File: src/rtl/wb_write_arbiter.sv
// wb_write_arbiter
//   Sole driver of the register-file write port. Each cycle it picks one of
//   two sources and registers it onto the port: the in-order pipeline
//   writeback, or the head of a small FIFO that holds out-of-order results
//   from long-latency units (mul/div). The pipeline normally wins. A starve
//   counter forces the queued results through once they have been blocked
//   for too long.
//
// Ports
//   clk, resetn                 clock (posedge), async active-low reset
//   wbValid/wbRegWrite/wbRd/wbData   pipeline writeback request
//   lateValid/lateReady/lateRd/lateData  late-result handshake
//   regWrite/writeReg/writeData  registered register-file write port
//   busyMask                    destinations currently queued in the FIFO
//   stallReq                    asks upstream to keep the WB slot empty
module wb_write_arbiter #(
  parameter int DEPTH        = 2,
  parameter int STARVE_LIMIT = 4
) (
  input  logic        clk,
  input  logic        resetn,
  input  logic        wbValid,
  input  logic        wbRegWrite,
  input  logic [4:0]  wbRd,
  input  logic [31:0] wbData,
  input  logic        lateValid,
  output logic        lateReady,
  input  logic [4:0]  lateRd,
  input  logic [31:0] lateData,
  output logic        regWrite,
  output logic [4:0]  writeReg,
  output logic [31:0] writeData,
  output logic [31:0] busyMask,
  output logic        stallReq
);

  localparam int PW = (DEPTH > 1) ? $clog2(DEPTH) : 1;
  localparam int CW = $clog2(STARVE_LIMIT + 1);

  logic [4:0]       rdQ   [DEPTH];
  logic [31:0]      dataQ [DEPTH];
  logic [DEPTH-1:0] validQ;
  logic [PW-1:0]    wrPtr;
  logic [PW-1:0]    rdPtr;
  logic [CW-1:0]    starveCnt;

  logic full;
  logic empty;
  logic pw;
  logic acc;
  logic enq;
  logic deq;

  // Per-entry valid bits stand in for an occupancy counter: the slot under
  // the write pointer being occupied means full, the slot under the read
  // pointer being free means empty.
  assign full      = validQ[wrPtr];
  assign empty     = !validQ[rdPtr];
  assign lateReady = !full;
  assign pw        = wbValid & wbRegWrite & (wbRd != 5'd0);
  assign acc       = lateValid & lateReady;
  // Accepted x0 results are consumed here and never reach the FIFO.
  assign enq       = acc & (lateRd != 5'd0);
  assign stallReq  = (starveCnt == CW'(STARVE_LIMIT)) & !empty;
  assign deq       = !empty & (stallReq | !pw);

  always_comb begin
    busyMask = '0;
    for (int unsigned i = 0; i < DEPTH; i++) begin
      if (validQ[i]) busyMask[rdQ[i]] = 1'b1;
    end
  end

  always_ff @(posedge clk) begin
    if (enq) begin
      rdQ[wrPtr]   <= lateRd;
      dataQ[wrPtr] <= lateData;
    end
  end

  always_ff @(posedge clk or negedge resetn) begin
    if (!resetn) begin
      validQ    <= '0;
      wrPtr     <= '0;
      rdPtr     <= '0;
      starveCnt <= '0;
      regWrite  <= 1'b0;
      writeReg  <= '0;
      writeData <= '0;
    end else begin
      // enq and deq never target the same slot: enq needs a free slot at
      // wrPtr, deq needs an occupied slot at rdPtr.
      if (enq) begin
        validQ[wrPtr] <= 1'b1;
        wrPtr         <= wrPtr + 1'b1;
      end
      if (deq) begin
        validQ[rdPtr] <= 1'b0;
        rdPtr         <= rdPtr + 1'b1;
      end

      // Not draining while non-empty can only mean the head lost to pw.
      if (empty || deq) begin
        starveCnt <= '0;
      end else if (starveCnt != CW'(STARVE_LIMIT)) begin
        starveCnt <= starveCnt + 1'b1;
      end

      if (deq) begin
        regWrite  <= 1'b1;
        writeReg  <= rdQ[rdPtr];
        writeData <= dataQ[rdPtr];
      end else if (pw) begin
        regWrite  <= 1'b1;
        writeReg  <= wbRd;
        writeData <= wbData;
      end else begin
        regWrite  <= 1'b0;
      end
    end
  end

endmodule
File: config.mk
export PLATFORM = sky130hd
export DESIGN_NAME = wb_write_arbiter
export DESIGN_NICKNAME = d
export VERILOG_FILES = /design/src/rtl/wb_write_arbiter.sv
export SDC_FILE = /design/constraint.sdc
export NUM_CORES = 1
export LEC_CHECK = 0
export BUFFER_PORTS_ARGS = -buffer_cell sky130_fd_sc_hd__clkbuf_2
export CAP_MARGIN = 20
export CORE_UTILIZATION = 40
export CTS_CLUSTER_SIZE = 16
export DETAILED_ROUTE_END_ITERATION = 10
export PLACE_DENSITY = 0.72
export SYNTH_ARGS = -nofsm -noshare
export SYNTH_HDL_FRONTEND = slang
export SYNTH_SLANG_ARGS = --single-unit
File: constraint.sdc
create_clock -name clk -period 5.55 [get_ports clk]
set_input_delay 0.8325 -clock clk [delete_from_list [all_inputs] [get_ports clk]]
set_output_delay 0.8325 -clock clk [all_outputs]
set_load 0.01 [all_outputs]
# After elaboration in Yosys (flattened, before gate mapping)
# Memories as Yosys holds them, arrays and structs flattened.
# Cells that the tools add are included.
op_classes:
  n_addsub: 3
  multipliers: 0
  n_div: 0
  n_lt_le_gt_ge: 8
  n_eq_ne: 2
  shifts: 0
  n_mux: 26
  bitwise_logic: 11
  reduce_logical: 12
op_table:
  columns: ["operator", "n"]
  rows:
  - ["2-to-1 mux 32 bit", 4]
  - ["OR 32 bit", 1]
  - ["< comparator 5 x 6 -> 1 bit, second input constant", 2]
  - ["2-to-1 mux 1 bit", 12]
  - ["demux 1 bit (select 5 bit)", 2]
  - [">= comparator 5 x 1 -> 1 bit, second input constant", 2]
  - ["2-to-1 mux 5 bit", 2]
  - ["nonzero test 5 bit", 2]
  - ["bitwise AND 1 bit", 6]
  - ["2-to-1 mux 3 bit", 2]
  - ["logical AND 1 bit", 4]
  - ["< comparator 1 x 2 -> 1 bit, second input constant", 2]
  - ["2-to-1 mux 2 bit", 2]
  - ["nonzero test 2 bit", 2]
  - ["adder 3 x 1 -> 3 bit, second input constant", 1]
  - ["== test 3 bit, second input constant", 1]
  - ["zero test 1 bit", 3]
  - ["!= test 3 bit, second input constant", 1]
  - ["adder 1 bit, second input constant", 2]
  - ["bitwise AND 2 bit", 1]
  - ["demux 1 bit (select 1 bit)", 2]
  - [">= comparator 1 bit, second input constant", 2]
  - ["inverter 2 bit", 1]
  - ["OR 2 bit", 1]
  - ["2 further kinds", 2]
word_totals:
  reg_bits: 45
  latch_bits: 0
  mem_bits_rw: 74
  rom_bits: 0
  inputBits: 79
  mem_count: 2
mem_list:
  columns: ["memory", "depth", "width", "rd", "rd_clocked_by_memory_dff", "write_ports", "line_no", "rtl"]
  rows:
  - ["dataQ", 2, 32, 1, 0, 1, "41", "logic [31:0] dataQ [DEPTH];"]
  - ["rdQ", 2, 5, 3, 0, 1, "40", "logic [4:0] rdQ [DEPTH];"]

# Longest topological paths before layout
depth:
  word_depth: 8
  ltp_mapped: 7
  depth_no_buf: 5

# Worst setup path before layout
# No wires, ideal clock.
synth_path:
  path_type: "register to register"
  start: "reg validQ[1]"
  end: "mem dataQ[0][0] (enable)"
  setup_time_ns: 0.431
  arrival_ns: 2.644
  t_required_ns: 5.119
  slack_ns: 2.475
  path_stages_with_launch: 5
  period_less_slack_ns: 3.075
  path_cell_list: "dfrtp_1 > clkbuf_1 > mux2i_1 > o211ai_4 > nor2_1"
synth_via:
  elab_chain_len: 7
synth_lines:
  columns: ["element", "line_no", "rtl"]
  rows:
  - ["start: declaration", "42", "logic [DEPTH-1:0] validQ;"]
  - ["start signal: assignment", "83", "validQ <= '0;"]
  - ["start signal: indexed assignment", "94", "validQ[wrPtr] <= 1'b1;"]
  - ["start signal: indexed assignment", "98", "validQ[rdPtr] <= 1'b0;"]
  - ["2-to-1 mux 1 bit (implied by the code) (2 in a row)", "57", "assign full = validQ[wrPtr];"]
  - ["zero test 1 bit", "59", "assign lateReady = !full;"]
  - ["net lateReady", "27", "output logic lateReady,"]
  - ["bitwise AND 1 bit", "61", "assign acc = lateValid & lateReady;"]
  - ["bitwise AND 1 bit", "63", "assign enq = acc & (lateRd != 5'd0);"]
  - ["2-to-1 mux 1 bit", "75", "if (enq) begin"]
  - ["2-to-1 mux 1 bit (implied by the code)", "77", "dataQ[wrPtr] <= lateData;"]
  - ["end: declaration", "41", null]
# The timed path passes the listed nets, and every way through them passes these cells. The select of a mux whose other input is x is not followed.

# Worst setup path after layout
layout_path:
  start: "reg validQ[1]"
  end: "out busyMask[4]"
layout_via:
  elab_chain_len: 1
layout_lines:
  columns: ["element", "line_no", "rtl"]
  rows:
  - ["2-to-1 mux 32 bit", "70", "if (validQ[i]) busyMask[rdQ[i]] = 1'b1;"]
  - ["end: declaration", "33", "output logic [31:0] busyMask,"]
# No other way between the ends.

==> run summary <==
hold crit path type - flip-flop to flip-flop
# hold bufs at CTS - 0
Final Cycle Share - 48.89%
Placer Congestion - 0.7713
layout cells sized above 1 - 36.61%
CP max FO - 9
Max H-tree Level - 4
Vias - 3854
reg2reg end - starveCnt[1]$_DFFE_PN0P_
post-synthesis cell count - 387
DIE HEIGHT - 115.0 µm
Peak VDD IR - 0.2118 mV
core box area - 12210 µm²
Sink Count - 119
critical path type - flip-flop to output pin
DR DRC count - 0
cell area after synthesis - 5106 µm²
Leak - 2.860 nW
clock network latency to the later pin of the worst-skew pair - 420 ps
R2R depth - 5
Synthesis Warnings - 0
CP Data Arrival Time - 1880 ps
Final Net Count - 617
R2R Setup Slk - 3420 ps
setup violators final - 0
post-synthesis register bit count - 119
CP endpoint - busyMask[4]
Detailed Place HPWL - 8137 µm
total grt overflow - 0
clock tree from TritonCTS - built
Fin Clk Skew - 17.08 ps
Pre-antenna DRT Iters - 5
Max-Slew Margin vs Limit - 50.12%
vias in the first global route - 3791
Final ANT Viol Nets - 0
initial DRC count - 203
Slew @ Worst Pin - 748.2 ps
first-pass GRT wire length - 19320 µm
Num CTS Buffers - 17
CP Launch Type - flip-flop
Area Overhead vs Synth - 30.53%
Routed WL - 12430 µm
min cycle time layout - 2714 ps
most common flop cell mapped by yosys - edfxtp_1
Worst setup startpoint - validQ[1]$_DFF_PN0_
Slew Limit Fails - 0
vias per cell - 5.375
diode count - 0
Setup Fix Bufs, Post-CTS - 0
clock tree buffer depth - 2
post-synthesis sequential area ratio - 65.57%
IO Port Bufs - 150
Die Area - 13220 µm²
Avg Inst Size Synth - 13.19 µm²
CTS resizes - 0
worst r2r src - validQ[1]$_DFF_PN0_
Horiz. Die Dim - 115.0 µm
Max Clk Rate - 0.3685 GHz
status - complete, no violations
routed length per placed instance - 17.33 µm
placed insts - 682
root buf cell - clkbuf_16
initial antenna violation count - 0
Non-Filler Instances - 717
PD cells - 524.5 nW/µm²
Yosys cell types - 39
Final Hold Viols - 0
Sum Neg Setup Slack - 0 ps
Max Cap Viol - 0
number of enable flip-flop cells after synthesis - 74
io pins - 151
pin count of the biggest net entering global routing - 46
Initial Util - 41.81%
Core Rows - 40
RSZ-0062 raised after global routing - false
CP endpoint kind - output pin
ys async rst share - 37.82%
GR Util All Layers - 19.65%
critical path data required time - 4720 ps
Reg clk slew, reported paths - 60 ps
post-synthesis net count - 468
## cell usage after synthesis (2+ instances only)
library cell | count | area, µm²
nand2_1 | 40 | 150.1
buf_6 | 3 | 33.78
o21ai_0 | 5 | 25.02
buf_4 | 3 | 22.52
clkbuf_1 | 14 | 52.55
a21oi_1 | 2 | 10.01
buf_2 | 6 | 30.03
mux2i_1 | 38 | 380.4
nor2_1 | 6 | 22.52
a22oi_1 | 5 | 37.54
o211ai_1 | 32 | 240.2
or3b_2 | 3 | 26.28
inv_1 | 5 | 18.77
and3_1 | 4 | 25.02
nand3b_1 | 10 | 75.07
dfrtp_1 | 45 | 1126
o22ai_1 | 33 | 206.5
ha_1 | 2 | 25.02
edfxtp_1 | 74 | 2222
nand3_1 | 36 | 180.2
or3_1 | 3 | 18.77
## placed cells by master (no fill, tap or decap), types with 2 or more instances in the layout
cell type,n
bufinv_16,3
edfxtp_1,74
dfrtp_1,44
clkbuf_16,17
a21oi_1,2
or3_1,3
nor2_4,2
clkinv_4,5
inv_1,5
clkinvlp_4,3
o21ai_0,5
nand3b_1,10
nand3_1,36
nor2_1,5
nand2_1,40
o22ai_1,33
buf_16,3
ha_1,2
mux2i_1,38
buf_4,5
clkbuf_2,150
and3_1,4
o211ai_1,32
or3b_2,3
a22oi_1,5
clkinv_2,3
## flip-flops by register name, summed over array words and instances, names as in the netlist
signal     flops
regWrite       1
dataQ         64
rdPtr          1
writeReg       5
wrPtr          1
rdQ           10
validQ         2
starveCnt      3
writeData     32
## layer usage
layer	vias up	routed length [µm]	GRT usage [%]
met5	-	0	0
met4	0	186	8.052
met3	15	751	5.113
met1	1871	5197	23.57
met2	163	6291	33.69
li1	1805	-	-
## cells by family (layout without fill, tap and decap cells)
logic type / count (synthesis) / in the layout / synth area share (%)
AOI/OAI and AO/OA: 84 / 84 / 11.96
xor gates and xnor gates: 2 / 2 / 0.3431
adders and majority gates: 2 / 2 / 0.4900
buffers and inverters: 33 / 195 / 3.259
DFF: 119 / 119 / 65.57
muxes: 39 / 39 / 7.743
and+or+nand+nor: 108 / 108 / 10.63
## final cells by class
cell class | count | area (µm²)
Multi-Input combinational cell | 235 | 1610
Fill cell | 1066 | 5547
Sequential cell | 119 | 3349
Timing Repair Buffer | 158 | 870.8
Tap cell | 168 | 210.2
Clock buffer | 17 | 425.4
Inverter | 5 | 18.77
Clock inverter | 15 | 180.2
## how the worst min path moves through the flow
stage / from / end / slack [ps] / cells past startpoint
final: writeData[16]$_DFFE_PN0P_ / writeData[16]$_DFFE_PN0P_ / 490 / 2
after global routing: writeData[28]$_DFFE_PN0P_ / writeData[28]$_DFFE_PN0P_ / 530 / 2
after CTS: writeData[28]$_DFFE_PN0P_ / writeData[28]$_DFFE_PN0P_ / 500 / 2
after detailed placement: writeData[28]$_DFFE_PN0P_ / writeData[28]$_DFFE_PN0P_ / 490 / 2
after global placement: writeData[7]$_DFFE_PN0P_ / writeData[7]$_DFFE_PN0P_ / 480 / 2
after floorplan: wrPtr$_DFFE_PN0N_ / wrPtr$_DFFE_PN0N_ / 520 / 1
## report_power, final
group / switching, mW / leakage [nW] / internal (mW)
sequential: 0.142 / 1.24 / 1.24
clock: 0.397 / 0.289 / 0.706
combinational: 0.606 / 1.33 / 0.402
## critical path, stage by stage, from the launching register on
cell      delay, ps
dfrtp_1         490
or3b_2          600
o22ai_1         200
clkbuf_2        170
## metrics by stage
step	setup slack, ps	hold slack, ps	power [mW]	area [µm²]	util (%)
floorplan	2475	524.2	2.021	5106	-
global placement	3051	483.3	2.342	5977	48.94
detailed placement	2991	488.7	2.386	5977	48.94
CTS	2857	501.0	3.500	6583	53.90
global route	2750	529.1	3.688	6665	54.58
finish	2836	493.9	3.496	6665	54.58
No activity file was read; power rests on OpenSTA's default activity.
